File: config.mk
export PLATFORM = sky130hd
export DESIGN_NAME = screen_effects_stage
export DESIGN_NICKNAME = d
export VERILOG_FILES = /design/src/rtl/screen_effects_stage.sv
export SDC_FILE = /design/constraint.sdc
export NUM_CORES = 1
export LEC_CHECK = 0
export BUFFER_PORTS_ARGS = -buffer_cell sky130_fd_sc_hd__buf_2
export CORE_MARGIN = 2
export CORE_UTILIZATION = 52
export DETAILED_ROUTE_END_ITERATION = 10
export HOLD_SLACK_MARGIN = 0.15
export PLACE_DENSITY = 0.73
export SLEW_MARGIN = 40
export SYNTH_ARGS = -nofsm -noshare
export SYNTH_HDL_FRONTEND = slang
export SYNTH_SLANG_ARGS = --single-unit
File: constraint.sdc
create_clock -name clk -period 8.9 [get_ports clk]
set_input_delay 1.78 -clock clk [delete_from_list [all_inputs] [get_ports clk]]
set_output_delay 1.78 -clock clk [all_outputs]
set_load 0.01 [all_outputs]
File: src/rtl/screen_effects_stage.sv
// Full-screen effect stage after the object priority mux: red hit flash and
// stepped fade-to-black on death, timed in frames, one clock of pixel latency.
module screen_effects_stage #(
  parameter int         FLASH_FRAMES = 24,
  parameter int         FLASH_TOGGLE = 4,
  parameter logic [7:0] FLASH_TINT   = 8'd96,
  parameter int         FADE_STEP    = 6
) (
  input  logic       clk,
  input  logic       reset,
  input  logic [7:0] redIn,
  input  logic [7:0] greenIn,
  input  logic [7:0] blueIn,
  input  logic       startOfFrame,
  input  logic       hitPulse,
  input  logic       deathPulse,
  input  logic       restartPulse,
  output logic [7:0] redOut,
  output logic [7:0] greenOut,
  output logic [7:0] blueOut,
  output logic       fadeDone
);

  localparam int FW = $clog2(FLASH_FRAMES + 1);
  localparam int TW = $clog2(FLASH_TOGGLE + 1);
  localparam int SW = $clog2(FADE_STEP + 1);

  typedef enum logic [1:0] {IDLE, FLASH, FADE, BLACK} state_t;

  state_t          state_reg, state_next;
  logic [FW-1:0]   frame_cnt_reg, frame_cnt_next;
  logic [TW-1:0]   tog_cnt_reg, tog_cnt_next;
  logic            tint_reg, tint_next;
  logic [SW-1:0]   step_cnt_reg, step_cnt_next;
  logic [3:0]      level_reg, level_next;
  logic [2:0][7:0] pix_in, pix_next, pix_reg;
  logic [7:0]      scaled [3];
  logic [8:0]      tint_sum;
  logic [7:0]      tinted_red;

  // Channel 2 is red, 1 green, 0 blue.
  assign pix_in = {redIn, greenIn, blueIn};

  genvar gi;
  generate
    for (gi = 0; gi < 3; gi++) begin : g_scale
      logic [11:0] prod;
      assign prod       = {4'd0, pix_in[gi]} * {8'd0, level_reg};
      assign scaled[gi] = prod[10:3];
    end
  endgenerate

  assign tint_sum   = {1'b0, redIn} + {1'b0, FLASH_TINT};
  assign tinted_red = tint_sum[8] ? 8'hFF : tint_sum[7:0];

  always_comb begin
    state_next     = state_reg;
    frame_cnt_next = frame_cnt_reg;
    tog_cnt_next   = tog_cnt_reg;
    tint_next      = tint_reg;
    step_cnt_next  = step_cnt_reg;
    level_next     = level_reg;
    if (restartPulse) begin
      state_next     = IDLE;
      frame_cnt_next = '0;
      tog_cnt_next   = '0;
      tint_next      = 1'b0;
      step_cnt_next  = '0;
      level_next     = 4'd8;
    end else if (deathPulse && (state_reg == IDLE || state_reg == FLASH)) begin
      state_next     = FADE;
      frame_cnt_next = '0;
      tog_cnt_next   = '0;
      tint_next      = 1'b0;
      step_cnt_next  = '0;
      level_next     = 4'd8;
    end else if (hitPulse && (state_reg == IDLE || state_reg == FLASH)) begin
      state_next     = FLASH;
      frame_cnt_next = '0;
      tog_cnt_next   = '0;
      tint_next      = 1'b1;
    end else if (startOfFrame) begin
      case (state_reg)
        FLASH: begin
          if (frame_cnt_reg == FW'(FLASH_FRAMES - 1)) begin
            state_next     = IDLE;
            frame_cnt_next = '0;
            tog_cnt_next   = '0;
            tint_next      = 1'b0;
          end else begin
            frame_cnt_next = frame_cnt_reg + 1'b1;
            // Separate half-period counter avoids a modulo on frame count.
            if (tog_cnt_reg == TW'(FLASH_TOGGLE - 1)) begin
              tog_cnt_next = '0;
              tint_next    = ~tint_reg;
            end else begin
              tog_cnt_next = tog_cnt_reg + 1'b1;
            end
          end
        end
        FADE: begin
          if (step_cnt_reg == SW'(FADE_STEP - 1)) begin
            step_cnt_next = '0;
            level_next    = level_reg - 1'b1;
            if (level_reg == 4'd1) state_next = BLACK;
          end else begin
            step_cnt_next = step_cnt_reg + 1'b1;
          end
        end
        default: ;
      endcase
    end
  end

  always_comb begin
    pix_next = pix_in;
    case (state_reg)
      FLASH:   if (tint_reg) pix_next[2] = tinted_red;
      FADE:    pix_next = {scaled[2], scaled[1], scaled[0]};
      BLACK:   pix_next = '0;
      default: ;
    endcase
  end

  always_ff @(posedge clk or posedge reset) begin
    if (reset) begin
      state_reg     <= IDLE;
      frame_cnt_reg <= '0;
      tog_cnt_reg   <= '0;
      tint_reg      <= 1'b0;
      step_cnt_reg  <= '0;
      level_reg     <= 4'd8;
      pix_reg       <= '0;
    end else begin
      state_reg     <= state_next;
      frame_cnt_reg <= frame_cnt_next;
      tog_cnt_reg   <= tog_cnt_next;
      tint_reg      <= tint_next;
      step_cnt_reg  <= step_cnt_next;
      level_reg     <= level_next;
      pix_reg       <= pix_next;
    end
  end

  assign redOut   = pix_reg[2];
  assign greenOut = pix_reg[1];
  assign blueOut  = pix_reg[0];
  assign fadeDone = (state_reg == BLACK);

endmodule

=== After elaboration in Yosys (flattened, before gate mapping) ===
Cells that the tools add are included.

* Flip-flop bits (word level): 42
* Input bits: 30
* Output and inout bits: 25
* Word-level logic and storage cells: 89

* Add/sub/neg operators: 5
* Multipliers: 3
* Equal/unequal tests: 11
* Mux-type cells: 44
* Bitwise operators: 1
* Reduce and logical (&&, ||, !) cells: 16

{| class="wikitable"
|+ Operators with widths
! cell !! count
|-
| two-way mux 3 bit || 13
|-
| multiplier 8 x 4 -> 11 bit || 3
|-
| one-hot mux 16 bit (2 select lines) || 1
|-
| two-way mux 5 bit || 6
|-
| two-way mux 4 bit || 6
|-
| one-hot mux 8 bit (3 select lines) || 1
|-
| two-way mux 8 bit || 2
|-
| two-way mux 2 bit || 7
|-
| inequality test 5 bit, second input constant || 2
|-
| nonzero test 5 bit || 2
|-
| adder 8 x 7 -> 9 bit, second input constant || 1
|-
| nonzero test 3 bit || 3
|-
| nonzero test 4 bit || 2
|-
| two-way mux 1 bit || 7
|-
| adder 3 x 1 -> 3 bit, second input constant || 2
|-
| AND reduction 3 bit || 2
|-
| adder 5 x 1 -> 5 bit, second input constant || 1
|-
| == test 5 bit, second input constant || 1
|-
| inequality test 5 x 3 -> 1 bit, second input constant || 1
|-
| AND reduction 5 bit || 1
|-
| == test 2 bit, second input constant || 2
|-
| == test 4 x 1 -> 1 bit, second input constant || 1
|-
| one-hot mux 2 bit (2 select lines) || 1
|-
| AND reduction 4 bit || 1
|-
| other kinds (10) || 11
|}

=== Longest topological paths before layout ===
Gate-level depths: netlist (run 1).

* Depth in word-level cells: 8
* Depth in mapped cells: 13

=== Worst setup path before layout (run 1) ===
No wires, ideal clock.

* Path type: in2reg
* Start point: input port greenIn[1]
* End point: register pix_reg (netlist bit greenOut[7])
* Arrival time: 4.323 ns
* Data required time: 8.774 ns
* Setup slack: 4.451 ns
* Stages on the path: 12
* Buffers on the path: 0
* Path through: inv_1 nor2_1 fa_1 inv_1 fa_1 inv_1 ha_1 nor2b_4 o31a_4 o21ai_4 xnor2_1 a221o_1

{| class="wikitable"
|+ RTL lines
! item !! line !! source
|-
| start, declared || 12 || <nowiki>input logic [7:0] greenIn,</nowiki>
|-
| end signal, assigned || 141 || <nowiki>pix_reg <= pix_next;</nowiki>
|-
| end, declared || 36 || <nowiki>logic [2:0][7:0] pix_in, pix_next, pix_reg;</nowiki>
|}

==> impl_summary.log, run 1 <==
[metrics] placeable core area: 0.00859 mm²
[metrics] class of the most critical hold timing path: flip-flop to flip-flop
[metrics] Worst-Margin Slew: 0.795 ns
[metrics] highest metal layer used by the detailed router: met4
[metrics] highest-delay cell along the critical path: sky130_fd_sc_hd__fa_1
[metrics] routed via count: 3,734
[metrics] detailed-placement wirelength estimate: 7680 µm
[metrics] sum of overflow across all layers after global routing: 0
[metrics] global router's overall resource usage: 0.226
[metrics] placer congestion estimate: 0.896
[metrics] area taken by flip-flops and latches: 0.00105 mm²
[metrics] CTS clk-pin slew, worst paths: 0.09 ns
[metrics] # fillers: 827
[metrics] CTS buffer count: 5
[metrics] kind of cell adding the most delay to the critical path: adder cells
[metrics] buffer depth of the longest clock path: 2
[metrics] most frequent CP cell: sky130_fd_sc_hd__inv_1
[metrics] clock latency on the worst-skew pair: 0.31 ns
[metrics] number of levels in the clock H-tree: 2
[metrics] cts hold-fix bufs: 0
[metrics] launch point of the worst reg-to-reg path: level_reg[1]
[metrics] data arrival at the endpoint of the critical path: 4.65 ns
[metrics] Horiz. Die Dim: 97.3 µm
[metrics] Period Utilization, post-route: 0.499
[metrics] average cell area after synthesis: 8.65 µm²
[metrics] vertical die dimension: 97.3 µm
[metrics] number of DRC violations after detailed routing: 0
[metrics] clock root buffer: sky130_fd_sc_hd__clkbuf_8
[metrics] critical path's largest stage delay: 0.54 ns
[metrics] total leakage power: 2.50 nW
[metrics] clock tree from TritonCTS: yes
[metrics] total number of cells along the worst setup path: 13
[metrics] worst-case reg-to-reg path depth: 12
[metrics] cell-by-cell trace of the critical path: buf_2, inv_1, nor2_1, fa_1, inv_1, fa_1, inv_1, ha_1, a21o_1, a221o_1, a41oi_1, xnor2_1, a22o_1
[metrics] critical path fanouts, max: 5
[metrics] diode count: 0
[metrics] minimum clock period after layout: 4.44 ns
[metrics] starting utilization of the core area: 0.526
[metrics] fraction of synthesized area in multiplexers: 0.0119
[metrics] layout-stage area growth over the synthesis result: 9.52%
[metrics] outcome: finished, final reports clean
[metrics] share of post-route cells with drive strength above 1: 0.148
[metrics] Reg-to-Reg End: greenOut[7]
[metrics] dpl cells: 668
[metrics] number of library cell types mapped by synthesis: 66
[metrics] PnR worst setup slack: 4.46 ns
[metrics] number of synthesis warnings: 0
[metrics] DRC violation total after the first TritonRoute iteration: 111
[metrics] area after detailed placement: 0.00486 mm²
[metrics] adder-cell area share of the yosys netlist: 0.273
[metrics] RSZ-0062 raised after global routing: false
[metrics] first-pass GRT wire length: 17,700 µm
[metrics] pin count of the biggest net entering global routing: 43
[metrics] async set-reset flop share out of synthesis: 1.00
[metrics] number of hold violations in the final report: 0
[metrics] wire length on met1: 4630 µm
[metrics] Final Slew Violations: 0
[metrics] power density over cell area: 89.1 mW/mm²
[metrics] postcts setup bufs: 0
[metrics] antenna-violating nets left: 0
[metrics] post-synthesis cell area: 0.00452 mm²
[metrics] routed via count divided by cell count: 5.52
[metrics] Num Clock Sinks: 42
[metrics] Synth Area in XOR/XNOR: 0.0426
[metrics] basic-gate share of the synthesized area counting and, or, nand and nor cells: 0.195
[metrics] count of maximum capacitance violations: 0
[metrics] most common flop cell mapped by yosys: sky130_fd_sc_hd__dfrtp_1
[metrics] multi-input gate area in the final layout: 0.00312 mm²
[metrics] total of buffers placed on input and output ports: 54
[metrics] drt pass-1 iters: 4
[metrics] share of the yosys chip area belonging to registers: 0.233
[metrics] met2 wire length: 5230 µm
[metrics] number of buffer and inverter stages on the critical path: 4
[metrics] Final setup violation count: 0
[metrics] CTS resizes: 0
[metrics] antenna violations before repair: 0
[metrics] end point of the critical path: greenOut[6]
[metrics] nature of the critical path startpoint: primary input
[metrics] type of the worst setup path: primary input to flip-flop
[metrics] startpoint of the most critical setup path: greenIn[3]
[metrics] overall power: 0.441 mW
[metrics] post-synthesis register bit count: 42
[metrics] CP Capture Type: flip-flop
[metrics] number of rows created at floorplan: 34
[metrics] number of enable flip-flop cells after synthesis: 0
[metrics] dominant combinational cell family by area after synthesis: adder cells
[metrics] post-route cell area: 0.00495 mm²
[metrics] top-level port count: 55
[metrics] final standard cell count with taps included and fillers excluded: 676
[metrics] net count of the mapped netlist: 630
[metrics] Peak VDD IR: 0.0523 mV
[metrics] critical path data required time: 9.10 ns
[metrics] via count of the first global-routing pass: 3,773
[metrics] detailed-routed wire length on met3: 309 µm
[metrics] die area: 0.00946 mm²
[metrics] total length of routed wires: 10,300 µm
[metrics] Final nets: 674
[metrics] DP Worst Slack: 4.13 ns
[metrics] setup tns final: 0 ns
[metrics] DR WL/cell: 15.2 µm
[metrics] Cells after Synth: 523
[metrics] compound-cell area share of the yosys netlist: 0.168
[metrics] FF-to-FF setup slack: 4.91 ns
[metrics] worst slew margin relative to its limit: 0.470
[metrics] Max Clock Freq: 0.225 GHz
[metrics] worst-case clock skew: 0.0119 ns
-- worst min path at each step --
| stage | startpoint | endpoint | slack, ns | cells after the start |
|---|---|---|---|---|
| after global placement | tog_cnt_reg[0] | tog_cnt_reg[0] | 0.47 | 1 |
| after CTS | tog_cnt_reg[0] | tog_cnt_reg[0] | 0.49 | 1 |
| after floorplan | tog_cnt_reg[0] | tog_cnt_reg[0] | 0.45 | 1 |
| after detailed placement | tog_cnt_reg[0] | tog_cnt_reg[0] | 0.48 | 1 |
| after global routing | tog_cnt_reg[0] | tog_cnt_reg[0] | 0.51 | 1 |
| final | tog_cnt_reg[0] | tog_cnt_reg[0] | 0.49 | 1 |
-- kinds of logic (layout without fill, tap and decap cells) --
kind of cell	after synthesis	in the layout
AO/OA/AOI/OAI	106	106
flip-flops	42	42
buffers and inverters	91	136
AND/OR/NAND/NOR	180	180
XOR/XNOR	22	22
adder cells (fa/ha/maj)	77	77
multiplexers	5	5
-- worst reg2reg max path: stages, from the launching register on --
cell and delay, ns:
sky130_fd_sc_hd__dfrtp_1 0.87, sky130_fd_sc_hd__clkinv_1 0.52, sky130_fd_sc_hd__nor2_1 0.24, sky130_fd_sc_hd__fa_1 0.42
sky130_fd_sc_hd__inv_1 0.09, sky130_fd_sc_hd__fa_1 0.38, sky130_fd_sc_hd__inv_1 0.07, sky130_fd_sc_hd__ha_1 0.26
sky130_fd_sc_hd__nor2b_4 0.15, sky130_fd_sc_hd__o31a_4 0.30, sky130_fd_sc_hd__o21ai_4 0.18, sky130_fd_sc_hd__xnor2_1 0.09
sky130_fd_sc_hd__a221o_1 0.31
-- per-layer routing --
metal  vias up  track usage
met1      1846        0.302
met5         -            0
li1       1820            -
met2        59        0.396
met3         9       0.0237
met4         0       0.0577
-- cell usage in the layout, fill, tap and decap left out, drive strengths merged, types with 6 or more instances in the layout --
cell / Yosys / final
nand2: 58 / 58
a21oi: 27 / 27
nand3: 11 / 11
and2: 38 / 38
xnor2: 10 / 10
o21ai: 25 / 25
nor3: 10 / 10
dfrtp: 41 / 41
inv: 71 / 71
buf: 5 / 56
ha: 41 / 41
xor2: 12 / 12
a22o: 6 / 6
o21a: 6 / 6
fa: 36 / 36
nor2: 41 / 41
-- where the power goes --
group	switching [mW]	internal [mW]	total, mW
Combinational	0.0607	0.0402	0.101
Clock	0.0735	0.0553	0.129
Sequential	0.00770	0.204	0.212
-- layout make-up --
type	instances	area share
Tap cell	108	0.0273
Inverter	72	0.0546
Clock buffer	5	0.0139
Sequential cell	42	0.213
Clock inverter	3	0.00379
Timing Repair Buffer	56	0.0576
Multi-Input combinational cell	390	0.630
-- cells in the mapped netlist, drive strengths merged (10+ instances only) --
library cell | number | area share
fa | 36 | 0.16
dfrtp | 41 | 0.23
nor2 | 41 | 0.035
nand2 | 58 | 0.048
and2 | 38 | 0.053
a21oi | 27 | 0.031
nor3 | 10 | 0.011
xnor2 | 10 | 0.019
o21ai | 25 | 0.030
ha | 41 | 0.11
nand3 | 11 | 0.012
xor2 | 12 | 0.023
inv | 71 | 0.059
clkbuf | 14 | 0.012
-- stage by stage --
step	hold WS, ns	utilization
2_1_floorplan	0.451	-
3_3_place_gp	0.467	0.566
3_5_place_dp	0.482	0.566
4_1_cts	0.492	0.576
5_1_grt	0.510	0.576
6_report	0.495	0.576
Power figures use the tool's default switching activity.
==> inputs of run 2 (changes only) <==
==> constraint.sdc (replaced) <==
create_clock -name clk -period 4.2 [get_ports clk]
set_input_delay 0.84 -clock clk [delete_from_list [all_inputs] [get_ports clk]]
set_output_delay 0.84 -clock clk [all_outputs]
set_load 0.01 [all_outputs]
==> impl_summary.log, run 2 (synthesis gave the netlist of run 1 again) <==
[metrics] postcts setup bufs: 0 (unchanged)
[metrics] # fillers: 778 (was 827)
[metrics] number of DRC violations after detailed routing: 0 (unchanged)
[metrics] launch instance of the worst min-delay path: tog_cnt_reg[0] (unchanged)
[metrics] Final setup violation count: 0 (unchanged)
[metrics] worst-case clock skew: 0.0141 ns (was 0.0119 ns)
[metrics] total length of routed wires: 10,300 µm (about the same)
[metrics] DP Worst Slack: 0.382 ns (was 4.13 ns)
[metrics] power share of the clock group: 0.289 (was 0.292)
[metrics] cts hold-fix bufs: 0 (unchanged)
[metrics] area after detailed placement: 0.00489 mm² (was 0.00486 mm²)
[metrics] top-level port count: 55 (unchanged)
[metrics] routed via count divided by cell count: 5.58 (was 5.52)
[metrics] class of the most critical hold timing path: flip-flop to flip-flop (unchanged)
[metrics] DRC violation total after the first TritonRoute iteration: 142 (was 111)
[metrics] count of maximum capacitance violations: 0 (unchanged)
[metrics] global router's overall resource usage: 0.226 (about the same)
[metrics] detailed-routed wire length on met3: 349 µm (was 309 µm)
[metrics] Period Utilization, post-route: 0.897
[metrics] Worst-Margin Slew: 0.788 ns (was 0.795 ns)
[metrics] most common cell after layout, fill and taps aside: sky130_fd_sc_hd__inv_1 (unchanged)
[metrics] number of hold violations in the final report: 0 (unchanged)
[metrics] layout-stage area growth over the synthesis result: 10.1% (was 9.52%)
[metrics] total of buffers placed on input and output ports: 54 (unchanged)
[metrics] drt pass-1 iters: 4 (unchanged)
[metrics] diode count: 0 (unchanged)
[metrics] Horiz. Die Dim: 97.3 µm (unchanged)
[metrics] end point of the critical path: blueOut[7] (was greenOut[6])
[metrics] met2 wire length: 5340 µm (was 5230 µm)
[metrics] via count of the first global-routing pass: 3,873 (was 3,773)
[metrics] placeable core area: 0.00859 mm² (unchanged)
[metrics] routed via count: 3,795 (was 3,734)
[metrics] worst hold path stage count: 1 (unchanged)
[metrics] clock tree from TritonCTS: yes (unchanged)
[metrics] starting utilization of the core area: 0.526 (unchanged)
[metrics] buffer depth of the longest clock path: 2 (unchanged)
[metrics] clock root buffer: sky130_fd_sc_hd__clkbuf_8 (unchanged)
[metrics] wire length on met1: 4430 µm (was 4630 µm)
[metrics] Num Clock Sinks: 42 (unchanged)
[metrics] Comb pwr share: 0.229 (was 0.228)
[metrics] Final Slew Violations: 0 (unchanged)
[metrics] nature of the critical path startpoint: flip-flop (was primary input)
[metrics] Peak VDD IR: 0.116 mV (was 0.0523 mV)
[metrics] worst-case reg-to-reg path depth: 11 (was 12)
[metrics] data arrival at the endpoint of the critical path: 3.96 ns (was 4.65 ns)
[metrics] number of levels in the clock H-tree: 2 (unchanged)
[metrics] post-route cell area: 0.00498 mm² (was 0.00495 mm²)
[metrics] critical path data required time: 4.39 ns (was 9.10 ns)
[metrics] launch point of the worst reg-to-reg path: level_reg[1] (unchanged)
[metrics] commonest non-fill, non-tap cells in the layout: sky130_fd_sc_hd__inv_1, sky130_fd_sc_hd__nand2_1, sky130_fd_sc_hd__buf_2, sky130_fd_sc_hd__ha_1, sky130_fd_sc_hd__dfrtp_1 (was sky130_fd_sc_hd__inv_1, sky130_fd_sc_hd__nand2_1, sky130_fd_sc_hd__buf_2, sky130_fd_sc_hd__ha_1, sky130_fd_sc_hd__nor2_1)
[metrics] detailed-placement wirelength estimate: 7890 µm (was 7680 µm)
[metrics] type of the worst setup path: flip-flop to flip-flop (was primary input to flip-flop)
[metrics] share of post-route cells with drive strength above 1: 0.150 (was 0.148)
[metrics] vertical die dimension: 97.3 µm (unchanged)
[metrics] CTS buffer count: 5 (unchanged)
[metrics] placer congestion estimate: 0.913 (was 0.896)
[metrics] startpoint of the most critical setup path: level_reg[1] (was greenIn[3])
[metrics] die area: 0.00946 mm² (unchanged)
[metrics] fraction of power spent switching nets: 0.319 (was 0.321)
[metrics] sequential share of power: 0.481 (was 0.480)
[metrics] RSZ-0062 raised after global routing: false (unchanged)
[metrics] sum of overflow across all layers after global routing: 0 (unchanged)
[metrics] critical path fanouts, max: 22 (was 5)
[metrics] CTS resizes: 0 (unchanged)
[metrics] post-route worst hold slack: 0.489 ns (was 0.495 ns)
[metrics] area taken by flip-flops and latches: 0.00105 mm² (about the same)
[metrics] total leakage power: 2.52 nW (was 2.50 nW)
[metrics] Max Clock Freq: 0.265 GHz
[metrics] Final nets: 678 (was 674)
[metrics] antenna-violating nets left: 0 (unchanged)
[metrics] multi-input gate area in the final layout: 0.00312 mm² (unchanged)
[metrics] minimum clock period after layout: 3.77 ns
[metrics] Int Pwr: 0.635 mW (was 0.299 mW)
[metrics] power density over cell area: 187 mW/mm² (was 89.1 mW/mm²)
[metrics] CTS clk-pin slew, worst paths: 0.09 ns (about the same)
[metrics] setup tns final: 0 ns (unchanged)
[metrics] outcome: finished, final reports clean (unchanged)
[metrics] power spent charging and discharging nets: 0.297 mW (was 0.142 mW)
[metrics] highest metal layer used by the detailed router: met4 (unchanged)
[metrics] clock latency on the worst-skew pair: 0.30 ns (was 0.31 ns)
[metrics] Reg-to-Reg End: blueOut[7] (was greenOut[7])
[metrics] worst slew margin relative to its limit: 0.475 (was 0.470)
[metrics] PnR worst setup slack: 0.431 ns (was 4.46 ns)
[metrics] DR WL/cell: 15.2 µm (about the same)
[metrics] first-pass GRT wire length: 17,700 µm (about the same)
[metrics] number of rows created at floorplan: 34 (unchanged)
[metrics] pin count of the biggest net entering global routing: 43 (unchanged)
[metrics] FF-to-FF setup slack: 0.43 ns (was 4.91 ns)
[metrics] antenna violations before repair: 0 (unchanged)
[metrics] CP Capture Type: flip-flop (unchanged)
-- run 2: per-layer routing --
layer / vias up / track usage
met1: 1873 / 0.285
met3: 17 / 0.0273
met2: 75 / 0.405
met4: 0 / 0.0705
met5: - / 0
li1: 1830 / -
-- run 2: area by class of cell --
class | instances | area share
Clock buffer | 5 | 0.0138
Tap cell | 108 | 0.0271
Sequential cell | 42 | 0.211
Inverter | 72 | 0.0543
Timing Repair Buffer | 60 | 0.0633
Clock inverter | 3 | 0.00377
Multi-Input combinational cell | 390 | 0.626
-- run 2: critical path: stages (launching register included) --
cell and delay, ns:
sky130_fd_sc_hd__dfrtp_1 0.86, sky130_fd_sc_hd__clkinv_1 0.32, sky130_fd_sc_hd__buf_4 0.24, sky130_fd_sc_hd__nor2_1 0.13, sky130_fd_sc_hd__ha_1 0.19, sky130_fd_sc_hd__fa_1 0.48, sky130_fd_sc_hd__fa_1 0.50, sky130_fd_sc_hd__a211oi_2 0.30
sky130_fd_sc_hd__o211ai_2 0.15, sky130_fd_sc_hd__nand2_1 0.10, sky130_fd_sc_hd__xor2_1 0.07, sky130_fd_sc_hd__a221o_1 0.32
-- run 2: power by group through the flow --
stage / Sequential, mW / Combinational (mW) / Clock (mW)
2_1_floorplan: 0.463 / 0.127 / 0
3_3_place_gp: 0.456 / 0.208 / 0
3_5_place_dp: 0.456 / 0.216 / 0
4_1_cts: 0.449 / 0.216 / 0.280
5_1_grt: 0.452 / 0.240 / 0.298
6_report: 0.448 / 0.214 / 0.270
-- run 2: worst min path at each step --
stage,to,slack [ns]
after floorplan,tog_cnt_reg[0],0.45
after global placement,tog_cnt_reg[0],0.47
after detailed placement,tog_cnt_reg[0],0.48
after CTS,tog_cnt_reg[0],0.49
after global routing,tog_cnt_reg[0],0.51
final,tog_cnt_reg[0],0.49
-- run 2: metrics by stage --
step,std cells,utilization,power [mW]
final,680,0.580,0.932
after global routing,680,0.580,0.990
after CTS,680,0.580,0.945
after detailed placement,672,0.569,0.672
after global placement,672,0.569,0.664
after floorplan,523,-,0.589
==> inputs of run 3 (changes only) <==
--- a/config.mk
+++ b/config.mk
@@ -5,12 +5,13 @@
 export SDC_FILE = /design/constraint.sdc
 export NUM_CORES = 1
 export LEC_CHECK = 0
+export ABC_AREA = 1
 export BUFFER_PORTS_ARGS = -buffer_cell sky130_fd_sc_hd__buf_2
 export CORE_MARGIN = 2
 export CORE_UTILIZATION = 52
 export DETAILED_ROUTE_END_ITERATION = 10
 export HOLD_SLACK_MARGIN = 0.15
-export PLACE_DENSITY = 0.73
+export PLACE_DENSITY = 0.72
 export SLEW_MARGIN = 40
 export SYNTH_ARGS = -nofsm -noshare
 export SYNTH_HDL_FRONTEND = slang
==> impl_summary.log, run 3 <==
[metrics] outcome: finished, final reports clean (unchanged)
[metrics] area taken by flip-flops and latches: 0.00105 mm² (about the same)
[metrics] worst-case clock skew: 0.0188 ns (was 0.0141 ns)
[metrics] antenna violations before repair: 0 (unchanged)
[metrics] Peak VDD IR: 0.275 mV (was 0.116 mV)
[metrics] drt pass-1 iters: 5 (was 4)
[metrics] pin count of the biggest net entering global routing: 43 (unchanged)
[metrics] Final Slew Violations: 0 (unchanged)
[metrics] worst slew margin relative to its limit: 0.633 (was 0.475)
[metrics] diode count: 0 (unchanged)
[metrics] clock latency on the worst-skew pair: 0.30 ns (about the same)
[metrics] most common cell after layout, fill and taps aside: sky130_fd_sc_hd__nand2_1 (was sky130_fd_sc_hd__inv_1)
[metrics] CTS clk-pin slew, worst paths: 0.10 ns (was 0.09 ns)
[metrics] CTS resizes: 0 (unchanged)
[metrics] type of the worst setup path: flip-flop to flip-flop (unchanged)
[metrics] class of the most critical hold timing path: flip-flop to flip-flop (unchanged)
[metrics] nature of the critical path startpoint: flip-flop (unchanged)
[metrics] buffer depth of the longest clock path: 2 (unchanged)
[metrics] minimum clock period after layout: 3.47 ns (was 3.77 ns)
[metrics] DP Worst Slack: 0.744 ns (was 0.382 ns)
[metrics] global router's overall resource usage: 0.231 (was 0.226)
[metrics] first-pass GRT wire length: 19,100 µm (was 17,700 µm)
[metrics] multi-input gate area in the final layout: 0.00309 mm² (was 0.00312 mm²)
[metrics] RSZ-0062 raised after global routing: false (unchanged)
[metrics] most common flop cell mapped by yosys: sky130_fd_sc_hd__dfrtp_1 (unchanged)
[metrics] GR peak layer: met2 (unchanged)
[metrics] number of DRC violations after detailed routing: 0 (unchanged)
[metrics] post-synthesis cell area: 0.00491 mm² (was 0.00452 mm²)
[metrics] vertical die dimension: 101 µm (was 97.3 µm)
[metrics] DR WL/cell: 12.4 µm (was 15.2 µm)
[metrics] worst-case reg-to-reg path depth: 14 (was 11)
[metrics] Final setup violation count: 0 (unchanged)
[metrics] share of the yosys chip area belonging to registers: 0.214 (was 0.233)
[metrics] share of the synthesized area in the top cell type: 0.209 (was 0.227)
[metrics] number of synthesis warnings: 0 (unchanged)
[metrics] Cells after Synth: 723 (was 523)
[metrics] routed via count: 4,487 (was 3,795)
[metrics] CP Capture Type: flip-flop (unchanged)
[metrics] Synth area leader: sky130_fd_sc_hd__dfrtp_1 (unchanged)
[metrics] via count of the first global-routing pass: 4,412 (was 3,873)
[metrics] average cell area after synthesis: 6.79 µm² (was 8.65 µm²)
[metrics] most instantiated library cell after synthesis: sky130_fd_sc_hd__nand2_1 (was sky130_fd_sc_hd__inv_1)
[metrics] placer congestion estimate: 0.873 (was 0.913)
[metrics] launch point of the worst reg-to-reg path: level_reg[3] (was level_reg[1])
[metrics] number of rows created at floorplan: 35 (was 34)
[metrics] cts hold-fix bufs: 0 (unchanged)
[metrics] Commonest cells post-synth: sky130_fd_sc_hd__nand2_1, sky130_fd_sc_hd__inv_1, sky130_fd_sc_hd__nand3_1 (was sky130_fd_sc_hd__inv_1, sky130_fd_sc_hd__nand2_1, sky130_fd_sc_hd__dfrtp_1, sky130_fd_sc_hd__ha_1, sky130_fd_sc_hd__nor2_1)
[metrics] area after detailed placement: 0.00527 mm² (was 0.00489 mm²)
[metrics] PnR worst setup slack: 0.731 ns (was 0.431 ns)
[metrics] # fillers: 872 (was 778)
[metrics] antenna-violating nets left: 0 (unchanged)
[metrics] startpoint of the most critical setup path: level_reg[3] (was level_reg[1])
[metrics] number of library cell types mapped by synthesis: 40 (was 66)
[metrics] sum of overflow across all layers after global routing: 0 (unchanged)
[metrics] FF-to-FF setup slack: 0.73 ns (was 0.43 ns)
[metrics] clock root buffer: sky130_fd_sc_hd__clkbuf_8 (unchanged)
[metrics] end point of the critical path: redOut[7] (was blueOut[7])
[metrics] layout-stage area growth over the synthesis result: 10.2% (was 10.1%)
[metrics] Num Clock Sinks: 42 (unchanged)
[metrics] final standard cell count with taps included and fillers excluded: 884 (was 680)
[metrics] critical path data required time: 4.38 ns (was 4.39 ns)
[metrics] placeable core area: 0.00920 mm² (was 0.00859 mm²)
[metrics] detailed-placement wirelength estimate: 8600 µm (was 7890 µm)
[metrics] total of buffers placed on input and output ports: 54 (unchanged)
[metrics] setup tns final: 0 ns (unchanged)
[metrics] total length of routed wires: 10,900 µm (was 10,300 µm)
[metrics] count of maximum capacitance violations: 0 (unchanged)
[metrics] die area: 0.0102 mm² (was 0.00946 mm²)
[metrics] critical path fanouts, max: 26 (was 22)
[metrics] DRC violation total after the first TritonRoute iteration: 173 (was 142)
[metrics] starting utilization of the core area: 0.533 (was 0.526)
[metrics] commonest non-fill, non-tap cells in the layout: sky130_fd_sc_hd__nand2_1, sky130_fd_sc_hd__inv_1, sky130_fd_sc_hd__buf_2, sky130_fd_sc_hd__nand3_1, sky130_fd_sc_hd__ha_1 (was sky130_fd_sc_hd__inv_1, sky130_fd_sc_hd__nand2_1, sky130_fd_sc_hd__buf_2, sky130_fd_sc_hd__ha_1, sky130_fd_sc_hd__dfrtp_1)
[metrics] async set-reset flop share out of synthesis: 1.00 (unchanged)
[metrics] power density over cell area: 614 mW/mm² (was 187 mW/mm²)
[metrics] main area contributors after synthesis: sky130_fd_sc_hd__dfrtp_1, sky130_fd_sc_hd__nand2_1, sky130_fd_sc_hd__fa_1, sky130_fd_sc_hd__inv_1, sky130_fd_sc_hd__ha_1 (was sky130_fd_sc_hd__dfrtp_1, sky130_fd_sc_hd__fa_1, sky130_fd_sc_hd__ha_1, sky130_fd_sc_hd__inv_1, sky130_fd_sc_hd__and2_1)
[metrics] Reg-to-Reg End: redOut[7] (was blueOut[7])
[metrics] Horiz. Die Dim: 101 µm (was 97.3 µm)
[metrics] cell-by-cell trace of the critical path: nand2_1, fa_1, inv_1, fa_1, inv_1, fa_1, inv_1, nand3_1, nand3_1, nand2_1, nand2_1, nand2_1, nand3_1, nand3_1 (was clkinv_1, buf_4, nor2_1, ha_1, fa_1, fa_1, a211oi_2, o211ai_2, nand2_1, xor2_1, a221o_1)
[metrics] data arrival at the endpoint of the critical path: 3.65 ns (was 3.96 ns)
[metrics] grt met3 use: 0.0324 (was 0.0273)
[metrics] number of enable flip-flop cells after synthesis: 0 (unchanged)
[metrics] M1 GR Usage: 0.295 (was 0.285)
[metrics] post-route cell area: 0.00541 mm² (was 0.00498 mm²)
[metrics] number of hold violations in the final report: 0 (unchanged)
[metrics] postcts setup bufs: 0 (unchanged)
[metrics] clock tree from TritonCTS: yes (unchanged)
[metrics] dpl cells: 876 (was 672)
[metrics] routed via count divided by cell count: 5.08 (was 5.58)
[metrics] highest-delay cell along the critical path: sky130_fd_sc_hd__dfstp_2 (was sky130_fd_sc_hd__dfrtp_1)
[metrics] met2 layer usage reported by global route: 0.411 (was 0.405)
[metrics] number of levels in the clock H-tree: 2 (unchanged)
[metrics] share of post-route cells with drive strength above 1: 0.116 (was 0.150)
[metrics] critical path's largest stage delay: 0.89 ns (was 0.86 ns)
[metrics] post-synthesis register bit count: 42 (unchanged)
[metrics] total leakage power: 3.44 nW (was 2.52 nW)
[metrics] CTS buffer count: 5 (unchanged)
[metrics] Period Utilization, post-route: 0.826 (was 0.897)
[metrics] net count of the mapped netlist: 830 (was 630)
[metrics] Worst-Margin Slew: 0.551 ns (was 0.788 ns)
[metrics] Max Clock Freq: 0.288 GHz (was 0.265 GHz)
[metrics] Final nets: 879 (was 678)
[metrics] overall power: 3.32 mW (was 0.932 mW)
[metrics] top-level port count: 55 (unchanged)
==> run 3: changes by cell type after synthesis, sizes merged, moves of 5 or more <==
cell	change
a22o	-6
and2	-38
nand2	+180
inv	+110
a21oi	-5
nand3	+36
nor2	-8
xor2	-9
nor3	-7
==> run 3: final cells by class <==
type                            instances  area share
Timing Repair Buffer                   59      0.0569
Clock buffer                            5      0.0127
Multi-Input combinational cell        483       0.571
Sequential cell                        42       0.195
Clock inverter                          3      0.0127
Tap cell                              111      0.0257
Inverter                              181       0.126
==> run 3: worst min path at each step <==
stage / startpoint / depth (start not counted) / to
after floorplan: step_cnt_reg[2] / 1 / step_cnt_reg[2]
after global placement: tog_cnt_reg[1] / 2 / tog_cnt_reg[1]
after detailed placement: tog_cnt_reg[1] / 2 / tog_cnt_reg[1]
after CTS: step_cnt_reg[2] / 1 / step_cnt_reg[2]
after global routing: tog_cnt_reg[1] / 2 / tog_cnt_reg[1]
final: tog_cnt_reg[1] / 2 / tog_cnt_reg[1]
==> run 3: cell families after synthesis <==
family,Yosys count,synth area share
fa+ha+maj,77,0.251
xor+xnor,9,0.0161
simple gates,331,0.284
flops,42,0.214
compound gates,66,0.0773
buf+inv,198,0.156
==> run 3: report_power, final <==
group,total [mW],internal [mW],switching (mW),leakage [nW]
Combinational,2.24,0.838,1.40,2.85
Clock,0.390,0.238,0.151,0.0683
Sequential,0.689,0.554,0.135,0.527
Total,3.32,1.63,1.69,3.44
==> run 3: critical path, delay by kind of cell, from the launching register on <==
family / cells / cell delay [ns]
adders and majority gates: 3 / 1.53
DFF: 1 / 0.89
and+or+nand+nor: 8 / 0.69
buffers and inverters: 3 / 0.23
==> run 3: metrics by stage <==
stage | hold WS, ns | utilization
floorplan | 0.452 | -
global placement | 0.469 | 0.573
detailed placement | 0.477 | 0.573
CTS | 0.499 | 0.588
global route | 0.524 | 0.588
finish | 0.496 | 0.588
==> run 3: per-layer routing <==
layer | up-vias | share of wire | wire [µm]
met3 | 10 | 0.050 | 542
li1 | 2271 | - | -
met4 | 0 | 0.011 | 125
met2 | 112 | 0.50 | 5480
met5 | - | 0 | 0
met1 | 2094 | 0.44 | 4790
